[src/rtl/neuron_mac_sequencer.sv]
// Time-multiplexes one combinational wallace-tree adder across a layer of neurons:
// fetches a partial-product word per chunk, accumulates tree sums with saturation, emits one result per neuron.
module neuron_mac_sequencer #(
  parameter int unsigned N_INPUTS    = 4,
  parameter int unsigned WEIGHT_BITS = 3,
  parameter int unsigned INPUT_BITS  = 3,
  parameter int unsigned SUM_BITS    = 9,
  parameter int unsigned N_CHUNKS    = 4,
  parameter int unsigned N_NEURONS   = 8,
  parameter int unsigned ACC_BITS    = 12,
  parameter int unsigned BW_CONST    = 0,
  localparam int unsigned MW  = N_INPUTS * INPUT_BITS * WEIGHT_BITS,
  localparam int unsigned AW  = (N_NEURONS * N_CHUNKS > 1) ? $clog2(N_NEURONS * N_CHUNKS) : 1,
  localparam int unsigned NW  = (N_NEURONS > 1) ? $clog2(N_NEURONS) : 1,
  localparam int unsigned CW  = (N_CHUNKS > 1) ? $clog2(N_CHUNKS) : 1,
  localparam int unsigned BWW = SUM_BITS - INPUT_BITS
) (
  input  logic                   clk,
  input  logic                   rst,
  input  logic                   start,
  output logic                   busy,
  output logic                   done,
  output logic                   mem_rd_en,
  output logic [AW-1:0]          mem_addr,
  input  logic [MW-1:0]          mem_rdata,
  output logic [NW-1:0]          bias_addr,
  input  logic [WEIGHT_BITS-1:0] bias_rdata,
  output logic [MW-1:0]          tree_mult,
  output logic [WEIGHT_BITS-1:0] tree_bias,
  output logic [BWW-1:0]         tree_bw,
  input  logic [SUM_BITS-1:0]    tree_sum,
  output logic                   out_valid,
  input  logic                   out_ready,
  output logic [ACC_BITS-1:0]    out_data,
  output logic [NW-1:0]          out_neuron
);

  localparam logic [ACC_BITS-1:0] ACC_MAX = {1'b0, {(ACC_BITS-1){1'b1}}};
  localparam logic [ACC_BITS-1:0] ACC_MIN = {1'b1, {(ACC_BITS-1){1'b0}}};

  typedef enum logic [2:0] {IDLE, FETCH, LOAD, ACCUM, OUTPUT} state_t;

  state_t                 state, state_d;
  logic [NW-1:0]          neuron, neuron_d;
  logic [CW-1:0]          chunk, chunk_d;
  logic [ACC_BITS-1:0]    acc, acc_d, acc_sat;
  logic [ACC_BITS:0]      acc_sum;
  logic                   busy_d, done_d, mem_rd_en_d, out_valid_d;
  logic [AW-1:0]          mem_addr_d;
  logic [NW-1:0]          bias_addr_d, out_neuron_d;
  logic [MW-1:0]          tree_mult_d;
  logic [WEIGHT_BITS-1:0] tree_bias_d;
  logic [ACC_BITS-1:0]    out_data_d;

  assign tree_bw = BWW'(BW_CONST);

  // One guard bit catches overflow in either direction; clamp when it disagrees with the sign.
  always_comb begin
    acc_sum = {acc[ACC_BITS-1], acc}
            + {{(ACC_BITS + 1 - SUM_BITS){tree_sum[SUM_BITS-1]}}, tree_sum};
    if (acc_sum[ACC_BITS] != acc_sum[ACC_BITS-1])
      acc_sat = acc_sum[ACC_BITS] ? ACC_MIN : ACC_MAX;
    else
      acc_sat = acc_sum[ACC_BITS-1:0];
  end

  always_comb begin
    state_d      = state;
    neuron_d     = neuron;
    chunk_d      = chunk;
    acc_d        = acc;
    done_d       = 1'b0;
    mem_addr_d   = mem_addr;
    bias_addr_d  = bias_addr;
    tree_mult_d  = tree_mult;
    tree_bias_d  = tree_bias;
    out_data_d   = out_data;
    out_neuron_d = out_neuron;

    case (state)
      IDLE: begin
        // done is still high in the first IDLE cycle; a start then is treated as arriving while busy
        if (start && !done) begin
          state_d  = FETCH;
          neuron_d = '0;
          chunk_d  = '0;
          acc_d    = '0;
        end
      end
      FETCH: state_d = LOAD;
      LOAD: begin
        tree_mult_d = mem_rdata;
        tree_bias_d = (chunk == '0) ? bias_rdata : '0;
        state_d     = ACCUM;
      end
      ACCUM: begin
        acc_d = acc_sat;
        if (chunk == CW'(N_CHUNKS - 1)) begin
          state_d      = OUTPUT;
          out_data_d   = acc_sat;
          out_neuron_d = neuron;
        end else begin
          chunk_d = chunk + CW'(1);
          state_d = FETCH;
        end
      end
      OUTPUT: begin
        if (out_ready) begin
          if (neuron == NW'(N_NEURONS - 1)) begin
            state_d = IDLE;
            done_d  = 1'b1;
          end else begin
            neuron_d = neuron + NW'(1);
            chunk_d  = '0;
            acc_d    = '0;
            state_d  = FETCH;
          end
        end
      end
      default: state_d = IDLE;
    endcase

    // Registered strobes are derived from the state being entered.
    mem_rd_en_d = (state_d == FETCH);
    out_valid_d = (state_d == OUTPUT);
    busy_d      = (state_d != IDLE);
    if (state_d == FETCH) begin
      mem_addr_d  = AW'(neuron_d) * AW'(N_CHUNKS) + AW'(chunk_d);
      bias_addr_d = neuron_d;
    end
  end

  always_ff @(posedge clk) begin
    if (rst) begin
      state      <= IDLE;
      neuron     <= '0;
      chunk      <= '0;
      acc        <= '0;
      busy       <= 1'b0;
      done       <= 1'b0;
      mem_rd_en  <= 1'b0;
      mem_addr   <= '0;
      bias_addr  <= '0;
      tree_mult  <= '0;
      tree_bias  <= '0;
      out_valid  <= 1'b0;
      out_data   <= '0;
      out_neuron <= '0;
    end else begin
      state      <= state_d;
      neuron     <= neuron_d;
      chunk      <= chunk_d;
      acc        <= acc_d;
      busy       <= busy_d;
      done       <= done_d;
      mem_rd_en  <= mem_rd_en_d;
      mem_addr   <= mem_addr_d;
      bias_addr  <= bias_addr_d;
      tree_mult  <= tree_mult_d;
      tree_bias  <= tree_bias_d;
      out_valid  <= out_valid_d;
      out_data   <= out_data_d;
      out_neuron <= out_neuron_d;
    end
  end

endmodule
[config.mk]
export PLATFORM = sky130hd
export DESIGN_NAME = neuron_mac_sequencer
export DESIGN_NICKNAME = d
export VERILOG_FILES = /design/src/rtl/neuron_mac_sequencer.sv
export SDC_FILE = /design/constraint.sdc
export NUM_CORES = 1
export LEC_CHECK = 0
export ABC_CLOCK_PERIOD_IN_PS = 2400
export BUFFER_PORTS_ARGS = -buffer_cell sky130_fd_sc_hd__buf_2
export CORE_ASPECT_RATIO = 0.8
export CORE_MARGIN = 8
export CORE_UTILIZATION = 45
export DETAILED_ROUTE_END_ITERATION = 6
export PLACE_DENSITY_LB_ADDON = 0.15
export SETUP_SLACK_MARGIN = 0.15
export SLEW_MARGIN = 20
export SYNTH_ARGS = -nofsm -noshare
export SYNTH_HDL_FRONTEND = slang
export SYNTH_SLANG_ARGS = --single-unit
[constraint.sdc]
create_clock -name clk -period 2.4 [get_ports clk]
set_input_delay 0.12 -clock clk [delete_from_list [all_inputs] [get_ports clk]]
set_output_delay 0.12 -clock clk [all_outputs]
set_load 0.01 [all_outputs]
==> impl_metrics.csv, run 1 <==
group,metric,value,unit
worst_setup_path,critical_path_arrival,2460,ps
synthesis,synthDominantAreaCellType,"sky130_fd_sc_hd__dfxtp_1",
worst_setup_path,path_class,"reg2reg",
final_layout,drive_gt1_share,32.9,%
route,via_per_inst,5.06,
placed_design,placed_cell_area,4310,um2
placed_design,numPortBuffers,117,
die,io-pin-count,124,
hold_path,hold_class,"in2reg",
timing,totalNegativeSetupSlack,0,ps
timing,finalCriticalPeriod,2190,ps
synthesis,synth_cells,447,
final_layout,synthToLayoutAreaGrowth,41.4,%
cts,clkLatencyLatePin,350,ps
synthesis,synth_common_cells,"sky130_fd_sc_hd__nand2_1 (105), sky130_fd_sc_hd__dfxtp_1 (83), sky130_fd_sc_hd__a21oi_1 (71)",
route,detail_route.wirelength,10700,um
placed_design,place.detailed.hpwl,7160,um
synthesis,synthXorXnorAreaFrac,1.68,%
timing,fin_crit_sh,91.3,%
synthesis,ys_dominant_reg_cell,"sky130_fd_sc_hd__dfxtp_1",
worst_setup_path,worst_path_dominant_cell_family,"compound AO/OA/AOI/OAI gates",
die,num_rows,29,
synthesis,async_reset_ff_share,0,%
cts,cts_tree,"done",
placed_design,gp_congestion,0.858,
synthesis,yosys_register_bits,83,
cts,cts-htree-levels,3,
pwr,logic_pwr_share,20.9,%
timing,final_report_setup_violation_count,0,
synthesis,post_synth_instance_area,3660,um2
run,max-cap-violations,0,
synthesis,synth.yosys.seq_area_share,45.4,%
placed_design,place_worst_setup_slack,-95.4,ps
status,run_status,"complete, no violations",
route,postRouteAntennaNets,0,
pwr,static-leakage-power,2.25,nW
pwr,clockPowerShare,36.6,%
pwr,power.internal,2.58,mW
route,initialDrtViolationCount,307,
timing,maxSlewViolCount,0,
die,floorplan.die_area,11300,um2
global_routing,grt_pass1_vias,3409,
final_layout,antennaDiodeCount,0,
route,routedWlPerCell,15.1,um
cts,max-clock-path-buffers,2,
cts,clock-root-buffer,"sky130_fd_sc_hd__clkbuf_8",
synthesis,yosys.area_share.adder,4.99,%
final_layout,layout_cells_excl_fill,710,
synthesis,synth_area_in_simple_gates,21.2,%
synthesis,synth_warnings,0,
synthesis,compound_cell_area_share_of_the_yosys_netlist,19.1,%
worst_setup_path,worstSetupStartpointType,"flip-flop",
pwr,switching_share,27.7,%
synthesis,muxShareOfSynthArea,1.71,%
worst_setup_path,setup.reg_to_reg.worst_slack,210,ps
die,core_area,7910,um2
worst_setup_path,worstPathBufferInverterCount,2,
timing,unrepaired_setup_endpoints_after_global_routing,"yes",
pwr,power.switching,988,uW
worst_setup_path,worstPathMaxFanout,3,
placed_design,place_inst,657,
global_routing,grt_start_max_net_pins,45,
timing,fin_ws,209,ps
worst_setup_path,cpPeakStageDelay,360,ps
global_routing,grt_use_total,18.5,%
pwr,fin_total_pwr,3.57,mW
global_routing,grt_pass1_wl,16900,um
die,dieHeight,96.7,um
pwr,seq_power_share,42.6,%
pwr,power.density_cell_area,690,nW/um2
timing,holdWs,11.4,ps
die,initial_utilization,46.3,%
route,dr.pass1.iters,4,
cts,clock_sinks,83,
cts,cts.clk_slew.worst_paths,90,ps
final_layout,final_nets,664,
synthesis,synth_largest_type_area_fraction,45.4,%
worst_setup_path,path_cells,"ha_4 > inv_2 > fa_2 > nand2b_4 > a21oi_4 > nor2b_2 > o21ai_1 > buf_4 > and4b_1 > o31ai_4 > a211oi_2",
final_layout,end_of_flow_core_utilization,65.4,%
worst_setup_path,timing.critical_path.to_type,"flip-flop",
pwr,worst_ir_drop_vdd,0.000438,V
timing,hold_violation_count_in_the_final_report,0,
synthesis,synth_enable_flop_cells,0,
synthesis,unique_masters_post_synth,49,
global_routing,antenna_found_initial,0,
worst_setup_path,crit_path_top_delay_cell,"sky130_fd_sc_hd__dfxtp_2",
timing,timing_worst_slew_pin_value,854,ps
timing,finClkSkew,7.19,ps
global_routing,grt_overflow_total,0,
synthesis,synth_top_family_by_area,"simple AND/OR/NAND/NOR gates",
timing,fmax,0.456,GHz
synthesis,yosys.cell_count.top_type,"sky130_fd_sc_hd__nand2_1",
final_layout,design_area,5170,um2
die,fp.dieW,117,um
cts,cts_made_buffers,9,
route,number_of_design_rule_violations_left_after_detail_routing,0,
synthesis,synthTopCellsByArea,"sky130_fd_sc_hd__dfxtp_1 (45%), sky130_fd_sc_hd__nand2_1 (11%), sky130_fd_sc_hd__a21oi_1 (9.7%)",
synthesis,synth.avg_cell_area,8.19,um2
worst_setup_path,cp_data_required_time,2670,ps
route,vias,3595,
timing,max-slew-margin-rel,43.1,%
-- final timing paths --
kind / startpoint / endpoint / depth (start not counted)
max: acc[0] / out_data[10] / 11
min reg2reg: out_neuron[0] / out_neuron[0] / 2
min: mem_rdata[16] / tree_mult[16] / 3
max reg2reg: acc[0] / out_data[10] / 11
-- flip-flops by register name, summed over array words and instances, names as in the netlist --
name,flops
tree_mult,36
acc,12
out_data,12
mem_addr,5
neuron,3
out_neuron,3
state,3
tree_bias,3
chunk,2
busy,1
done,1
mem_rd_en,1
out_valid,1
-- worst min-delay path: stages --
cell,delay (ps)
sky130_fd_sc_hd__buf_2,100
sky130_fd_sc_hd__nand2_1,40
sky130_fd_sc_hd__a21oi_1,50
-- timing repair --
item / in CTS / in global routing
pin swaps: 4 / 13
resized for setup: 15 / 41
hold buffers: 32 / 0
setup endpoints to repair: 22 / 23
buffers inserted: 2 / 2
hold endpoints to repair: 32 / 0
gates cloned: 1 / 1
-- routing by layer --
metal  track usage [%]  part of all wire, %  vias to the layer above
li1                  -                    -                     1825
met1              24.4                   46                     1649
met2              28.5                   45                      115
met3              4.97                  7.9                        6
met4              5.40                 0.87                        0
met5                 0                    0                        -
-- layout by cell type (no fill, tap or decap), types with 5 or more instances in the layout --
master	n
sky130_fd_sc_hd__buf_2	117
sky130_fd_sc_hd__a211oi_2	6
sky130_fd_sc_hd__buf_4	16
sky130_fd_sc_hd__conb_1	6
sky130_fd_sc_hd__a211oi_1	9
sky130_fd_sc_hd__dfxtp_1	80
sky130_fd_sc_hd__nand2_1	105
sky130_fd_sc_hd__clkbuf_8	9
sky130_fd_sc_hd__nand3_1	7
sky130_fd_sc_hd__o21ai_0	11
sky130_fd_sc_hd__a21oi_1	63
sky130_fd_sc_hd__xnor2_1	5
sky130_fd_sc_hd__dlygate4sd3_1	32
sky130_fd_sc_hd__nand2b_1	6
sky130_fd_sc_hd__ha_1	7
sky130_fd_sc_hd__a21oi_2	7
sky130_fd_sc_hd__nor2_1	30
-- cell families (layout without fill, tap and decap cells) --
| kind of cell | count (synthesis) | count (layout) |
|---|---|---|
| AO/OA/AOI/OAI | 121 | 121 |
| other | 1 | 6 |
| buffers and inverters | 38 | 186 |
| adder cells (fa/ha/maj) | 14 | 14 |
| flip-flops | 83 | 83 |
| multiplexers | 6 | 8 |
| AND/OR/NAND/NOR | 177 | 177 |
| XOR/XNOR | 7 | 7 |
-- power groups by stage --
stage	registers, mW	clock network (mW)	logic, mW
after floorplan	1.60	0	0.377
after global placement	1.55	0	0.634
after detailed placement	1.55	0	0.644
after CTS	1.52	1.34	0.700
after global routing	1.53	1.39	0.824
final	1.52	1.30	0.744
-- area by class of cell --
cell class / instances / area [um2]
clock buffers: 9 / 124
repair buffers: 166 / 1040
inverters: 5 / 18.8
flip-flops and latches: 83 / 1670
well taps: 108 / 135
fillers: 702 / 2740
multi-input cells: 333 / 2060
clock inverters: 6 / 138
Power figures use the tool's default switching activity.
==> run 2, diff against run 1 <==
Settings changed: ABC_AREA set to 1, CORE_UTILIZATION 45 to 46.
==> run 2 against run 1 <==
Register-to-register slack improved by 130 ps. Sequential power up 9.9%. Fmax grew 6.6%. Critical path type unchanged.
==> impl_metrics.csv, run 2 <==
group,metric,value,unit
status,run_status,"complete, no violations",
placed_design,place.detailed.hpwl,7560,um
synthesis,synthTopCellsByArea,"sky130_fd_sc_hd__dfxtp_1 (43%), sky130_fd_sc_hd__nor2_1 (12%), sky130_fd_sc_hd__nand2_1 (11%)",
worst_setup_path,cpPeakStageDelay,370,ps
route,detail_route.wirelength,10400,um
final_layout,design_area,4690,um2
synthesis,synth.avg_cell_area,6.97,um2
synthesis,yosys_register_bits,83,
route,dr.pass1.iters,4,
route,vias,3709,
worst_setup_path,path_cells,"ha_1 > nand2_1 > inv_1 > a21oi_1 > nand4_1 > nand2_2 > nand2_4 > nand2_1 > nand2_1 > o21ai_0 > inv_1",
synthesis,yosys.cell_count.top_type,"sky130_fd_sc_hd__nor2_1",
route,postRouteAntennaNets,0,
synthesis,synthXorXnorAreaFrac,1.59,%
global_routing,grt_pass1_wl,17100,um
global_routing,antenna_found_initial,0,
hold_path,hold_class,"in2reg",
final_layout,largest_register,"tree_mult",
cts,cts_made_buffers,9,
worst_setup_path,setup.reg_to_reg.worst_slack,340,ps
timing,max-slew-margin-rel,58.1,%
synthesis,synth_cells,553,
timing,maxSlewViolCount,0,
timing,finalCriticalPeriod,2060,ps
final_layout,drive_gt1_share,23.4,%
worst_setup_path,reg2reg_start,"acc[11]",
synthesis,synth_area_in_simple_gates,28.0,%
synthesis,ys_dominant_reg_cell,"sky130_fd_sc_hd__dfxtp_1",
route,routedWlPerCell,13.4,um
timing,hold_violation_count_in_the_final_report,0,
die,initial_utilization,46.5,%
die,core_area,8300,um2
final_layout,top_library_cells_by_usage_in_the_layout_fill_and_taps_aside,"sky130_fd_sc_hd__nor2_1 (127), sky130_fd_sc_hd__buf_2 (117), sky130_fd_sc_hd__nand2_1 (106)",
worst_setup_path,most_numerous_cell_on_the_critical_path,"sky130_fd_sc_hd__nand2_1",
worst_setup_path,cp_data_required_time,2640,ps
cts,cts-htree-levels,3,
synthesis,unique_masters_post_synth,32,
final_layout,final_common_cell,"sky130_fd_sc_hd__nor2_1",
timing,final_report_setup_violation_count,0,
placed_design,placed_cell_area,4460,um2
synthesis,synth_top_family_by_area,"simple AND/OR/NAND/NOR gates",
synthesis,yosys.area_share.adder,4.74,%
pwr,static-leakage-power,2.45,nW
worst_setup_path,levels_on_crit_path,11,
die,floorplan.die_area,11600,um2
worst_setup_path,worstReg2RegEnd,"out_data[0]",
global_routing,grt_start_max_net_pins,47,
worst_setup_path,critical_path_arrival,2290,ps
timing,fmax,0.486,GHz
placed_design,numPortBuffers,117,
timing,finClkSkew,17.9,ps
cts,holdBufCountCts,0,
timing,timing_worst_slew_pin_value,628,ps
cts,cts_tree,"done",
synthesis,synthDominantAreaCellType,"sky130_fd_sc_hd__dfxtp_1",
cts,clock-root-buffer,"sky130_fd_sc_hd__clkbuf_8",
synthesis,synth_warnings,0,
worst_setup_path,reg2reg_depth,11,
die,dieHeight,97.9,um
synthesis,async_reset_ff_share,0,%
synthesis,muxShareOfSynthArea,0,%
cts,clkLatencyLatePin,360,ps
worst_setup_path,timing.critical_path.to_type,"flip-flop",
pwr,worst_ir_drop_vdd,0.000493,V
synthesis,compound_cell_area_share_of_the_yosys_netlist,12.8,%
timing,fin_crit_sh,85.7,%
cts,cts.clk_slew.worst_paths,100,ps
worst_setup_path,worstPathMaxFanout,13,
global_routing,grt_use_total,17.7,%
synthesis,synth_enable_flop_cells,0,
global_routing,grt_overflow_total,0,
worst_setup_path,crit_path_top_delay_cell,"sky130_fd_sc_hd__ha_1",
final_layout,biggestRegsByFlops,"tree_mult (36), acc (12), out_data (12)",
timing,totalNegativeSetupSlack,0,ps
worst_setup_path,worst_setup_path_startpoint,"acc[11]",
die,fp.dieW,118,um
pwr,fin_total_pwr,3.78,mW
synthesis,post_synth_instance_area,3850,um2
worst_setup_path,worstPathBufferInverterCount,2,
route,via_per_inst,4.77,
final_layout,largest_register_ffs,36,
pwr,power.density_cell_area,806,nW/um2
worst_setup_path,crit_path_end,"out_data[0]",
final_layout,synthToLayoutAreaGrowth,21.6,%
cts,max-clock-path-buffers,2,
placed_design,gp_congestion,0.882,
worst_setup_path,worstSetupStartpointType,"flip-flop",
die,num_rows,30,
final_layout,antennaDiodeCount,0,
route,initialDrtViolationCount,212,
synthesis,synth.yosys.seq_area_share,43.1,%
timing,unrepaired_setup_endpoints_after_global_routing,"no",
final_layout,final_nets,727,
cts,clock_sinks,83,
global_routing,grt_pass1_vias,3568,
die,io-pin-count,124,
worst_setup_path,path_class,"reg2reg",
worst_setup_path,worst_path_dominant_cell_family,"simple AND/OR/NAND/NOR gates",
synthesis,synth_common_cells,"sky130_fd_sc_hd__nor2_1 (127), sky130_fd_sc_hd__nand2_1 (108), sky130_fd_sc_hd__dfxtp_1 (83)",
run,max-cap-violations,0,
synthesis,synth_largest_type_area_fraction,43.1,%
route,number_of_design_rule_violations_left_after_detail_routing,0,
run 2: cell type report:
type,count,area (um2)
Multi-Input combinational cell,391,1860
Clock buffer,9,124
Clock inverter,7,76.3
Tap cell,112,140
Sequential cell,83,1660
Inverter,53,199
Fill cell,831,3610
Timing Repair Buffer,123,631
run 2: through the flow:
| step | instances | worst slack [ps] | hold slack, ps | util (%) |
|---|---|---|---|---|
| after floorplan | 558 | 408 | 269 | - |
| after global placement | 761 | 114 | 368 | 53.8 |
| after detailed placement | 761 | 29.3 | 373 | 53.8 |
| after CTS | 778 | 220 | 2.97 | 56.3 |
| after global routing | 778 | 164 | 13.8 | 56.5 |
| final | 778 | 344 | 10.0 | 56.5 |
run 2: cells by family after synthesis:
group / Yosys count
and+or+nand+nor: 268
adders and majority gates: 14
AOI/OAI and AO/OA: 96
DFF: 83
xor gates and xnor gates: 7
other: 1
buffers and inverters: 84
run 2: tightest hold or removal path, cell delays in order:
cell,delay [ps]
sky130_fd_sc_hd__buf_2,70
sky130_fd_sc_hd__o21ai_0,70
sky130_fd_sc_hd__nor2_1,70
run 2: metal layers:
layer  GRT usage (%)  vias up  wire length, um
met3            6.11       13              727
met1            21.6     1654             4820
met2            29.2       97             4750
met4            4.62        0              104
li1                -     1945                -
met5               0        -                0
run 2: what timing repair did:
item / 4_1_cts / 5_1_grt
pin swaps: 1 / 0
setup endpoints to repair: 22 / 21
gates resized for setup: 1 / 4
setup buffers: 1 / 0
run 2: worst min-delay path by stage:
stage	endpoint	cells past startpoint	from
after CTS	tree_mult[27]	3	mem_rdata[27]
after detailed placement	tree_mult[27]	3	mem_rdata[27]
after floorplan	tree_mult[27]	2	mem_rdata[27]
final	tree_mult[35]	3	mem_rdata[35]
after global placement	tree_mult[27]	3	mem_rdata[27]
after global routing	tree_mult[4]	3	mem_rdata[4]
run 2: where the power goes:
group	internal [mW]	switching, mW
combinational	0.393	0.688
sequential	1.57	0.0919
clock	0.488	0.541
==> run 3, diff against run 2 <==
Settings changed: ABC_CLOCK_PERIOD_IN_PS 2400 to 2070, CORE_UTILIZATION 46 to 51, PLACE_DENSITY set to 0.88, PLACE_DENSITY_LB_ADDON 0.15 to not set.
Clock period 2.4 ns to 2.07 ns, I/O delays scaled along.
==> run 3 against run 2 <==
Combinational power is 35% higher. Power is 29% higher. Fmax grew 0.61%. Setup slack got worse by 320 ps. Critical path depth increased by 1. Sequential share of layout area fell by 3.4 points. Clock skew fell by 9.6 ps. Final cell count down 0.51%. Global-route usage up 1.6 points.
==> impl_metrics.csv, run 3 (synthesis gave the netlist of run 2 again) <==
group,metric,value,unit
worst_setup_path,worstPathMaxFanout,6,
timing,fin_ws,26.1,ps
route,dr.pass1.iters,5,
route,vias,4164,
final_layout,largest_register_ffs,36,
final_layout,biggestRegsByFlops,"tree_mult (36), acc (12), out_data (12)",
route,via_per_inst,5.38,
cts,cts-htree-levels,3,
pwr,worst_ir_drop_vdd,0.000559,V
timing,final_report_setup_violation_count,0,
placed_design,gp_congestion,0.902,
die,num_rows,28,
global_routing,grt_use_met2,33.0,%
placed_design,place.detailed.hpwl,7850,um
run,max-cap-violations,0,
pwr,seq_power_share,40.2,%
pwr,power.switching,1.61,mW
cts,cts_tree,"done",
die,initial_utilization,52.4,%
worst_setup_path,path_cells,"ha_4 > inv_2 > fa_2 > o21ai_4 > nand2_2 > nand3_2 > nand2_1 > nand2_2 > nand2_4 > nand2_4 > nand3_2 > a21oi_2",
global_routing,grt_busiest_layer,"met2",
placed_design,numPortBuffers,117,
route,postRouteAntennaNets,0,
timing,finClkSkew,8.26,ps
worst_setup_path,critical_path_arrival,2320,ps
cts,clkLatencyLatePin,340,ps
global_routing,global_route.usage.met3,4.24,%
timing,finalCriticalPeriod,2040,ps
timing,unrepaired_setup_endpoints_after_global_routing,"yes",
route,routedWlPerCell,15.8,um
pwr,power.internal,3.24,mW
worst_setup_path,crit_path_top_delay_cell,"sky130_fd_sc_hd__fa_2",
worst_setup_path,cp_data_required_time,2350,ps
final_layout,largest_register,"tree_mult",
cts,clock_sinks,83,
final_layout,final_nets,744,
final_layout,top_library_cells_by_usage_in_the_layout_fill_and_taps_aside,"sky130_fd_sc_hd__nor2_1 (124), sky130_fd_sc_hd__buf_2 (117), sky130_fd_sc_hd__nand2_1 (80)",
pwr,switching_share,33.2,%
worst_setup_path,cpPeakStageDelay,370,ps
global_routing,grt_overflow_total,0,
die,dieHeight,93.8,um
global_routing,grt_start_max_net_pins,40,
hold_path,hold_class,"in2reg",
route,initialDrtViolationCount,398,
final_layout,synthToLayoutAreaGrowth,35.6,%
timing,totalNegativeSetupSlack,0,ps
die,floorplan.die_area,10600,um2
timing,maxSlewViolCount,0,
hold_path,worstHoldPathCells,3,
worst_setup_path,timing.critical_path.to_type,"flip-flop",
timing,timing_worst_slew_pin_value,517,ps
status,run_status,"complete, no violations",
timing,fmax,0.489,GHz
global_routing,grt.met1_usage,22.8,%
pwr,static-leakage-power,2.60,nW
pwr,clockPowerShare,29.8,%
timing,fin_crit_sh,98.7,%
worst_setup_path,worstSetupStartpointType,"flip-flop",
die,fp.dieW,113,um
cts,cts.clk_slew.worst_paths,90,ps
timing,holdWs,11.0,ps
global_routing,grt_use_total,19.3,%
cts,cts_made_buffers,9,
die,io-pin-count,124,
worst_setup_path,reg2reg_depth,12,
pwr,logic_pwr_share,30.0,%
final_layout,drive_gt1_share,34.6,%
route,number_of_design_rule_violations_left_after_detail_routing,0,
timing,max-slew-margin-rel,65.5,%
timing,hold_violation_count_in_the_final_report,0,
pwr,power.density_cell_area,929,nW/um2
die,core_area,7360,um2
global_routing,grt_pass1_vias,3780,
final_layout,final_common_cell,"sky130_fd_sc_hd__nor2_1",
route,detail_route.wirelength,12200,um
placed_design,place_worst_setup_slack,-10.7,ps
global_routing,antenna_found_initial,0,
global_routing,grt_pass1_wl,17000,um
final_layout,end_of_flow_core_utilization,71.1,%
pwr,fin_total_pwr,4.85,mW
cts,max-clock-path-buffers,2,
cts,clock-root-buffer,"sky130_fd_sc_hd__clkbuf_8",
worst_setup_path,path_class,"reg2reg",
-- run 3: cell count changes in the layout (fill, tap and decap cells not counted), moves of 4 or more --
cell                            delta
sky130_fd_sc_hd__nand2_4           +5
sky130_fd_sc_hd__nand2_2          +22
sky130_fd_sc_hd__ha_1             -11
sky130_fd_sc_hd__dfxtp_1          -10
sky130_fd_sc_hd__dlygate4sd3_1     +4
sky130_fd_sc_hd__a21oi_2           +9
sky130_fd_sc_hd__buf_4             +7
sky130_fd_sc_hd__dfxtp_2          +10
sky130_fd_sc_hd__ha_4             +11
sky130_fd_sc_hd__nand2_1          -26
sky130_fd_sc_hd__a21oi_1          -10
sky130_fd_sc_hd__buf_6             +4
-- run 3: path summary, 6_finish.rpt --
check                                     end     startpoint  slack (ps)
worst max register to register         acc[1]         acc[0]          30
worst max-delay path                   acc[1]         acc[0]          30
worst min-delay path            tree_mult[17]  mem_rdata[17]          10
worst min register to register   tree_bias[2]   tree_bias[2]         470
-- run 3: metrics by stage --
step	cell area, um2	instances
5_1_grt	5230	773
4_1_cts	4830	767
2_1_floorplan	3880	558
6_report	5230	774
3_3_place_gp	4470	743
3_5_place_dp	4470	743
-- run 3: area by class of cell --
class / instances / area, um2
clock inverter: 5 / 108
tap: 90 / 113
inverter: 53 / 199
multi-input combinational: 393 / 2210
sequential: 83 / 1670
clock buffer: 11 / 151
fill: 536 / 2130
antenna: 1 / 2.50
timing repair buffer: 138 / 768
-- run 3: worst max-delay path: cells and delay by family (launching register included) --
kind / cells / cell delay, ps
buffers and inverters: 1 / 40
DFF: 1 / 360
AOI/OAI and AO/OA: 2 / 330
adders and majority gates: 2 / 510
and+or+nand+nor: 7 / 730
-- run 3: layer usage --
metal / routed length, um / vias up / part of all wire [%]
met3: 940 / 55 / 7.7
met5: 0 / - / 0
li1: - / 1975 / -
met4: 538 / 0 / 4.4
met1: 4800 / 1920 / 39
met2: 5960 / 214 / 49
-- run 3: repair_timing --
| action | 4_1_cts | 5_1_grt |
|---|---|---|
| endpoints found under the setup margin | 22 | 22 |
| setup buffers | 4 | 4 |
| gates resized for setup | 12 | 82 |
| pin swaps | 3 | 21 |
| hold buffers | 4 | 0 |
| cloned | 0 | 2 |
| endpoints found under the hold margin | 4 | 0 |
-- run 3: power by group through the flow --
stage | clock network, mW | logic (mW) | registers [mW]
4_1_cts | 1.47 | 1.28 | 1.94
5_1_grt | 1.54 | 1.61 | 1.97
2_1_floorplan | 0 | 0.751 | 2.07
3_5_place_dp | 0 | 1.25 | 1.97
6_report | 1.45 | 1.46 | 1.95
3_3_place_gp | 0 | 1.22 | 1.96
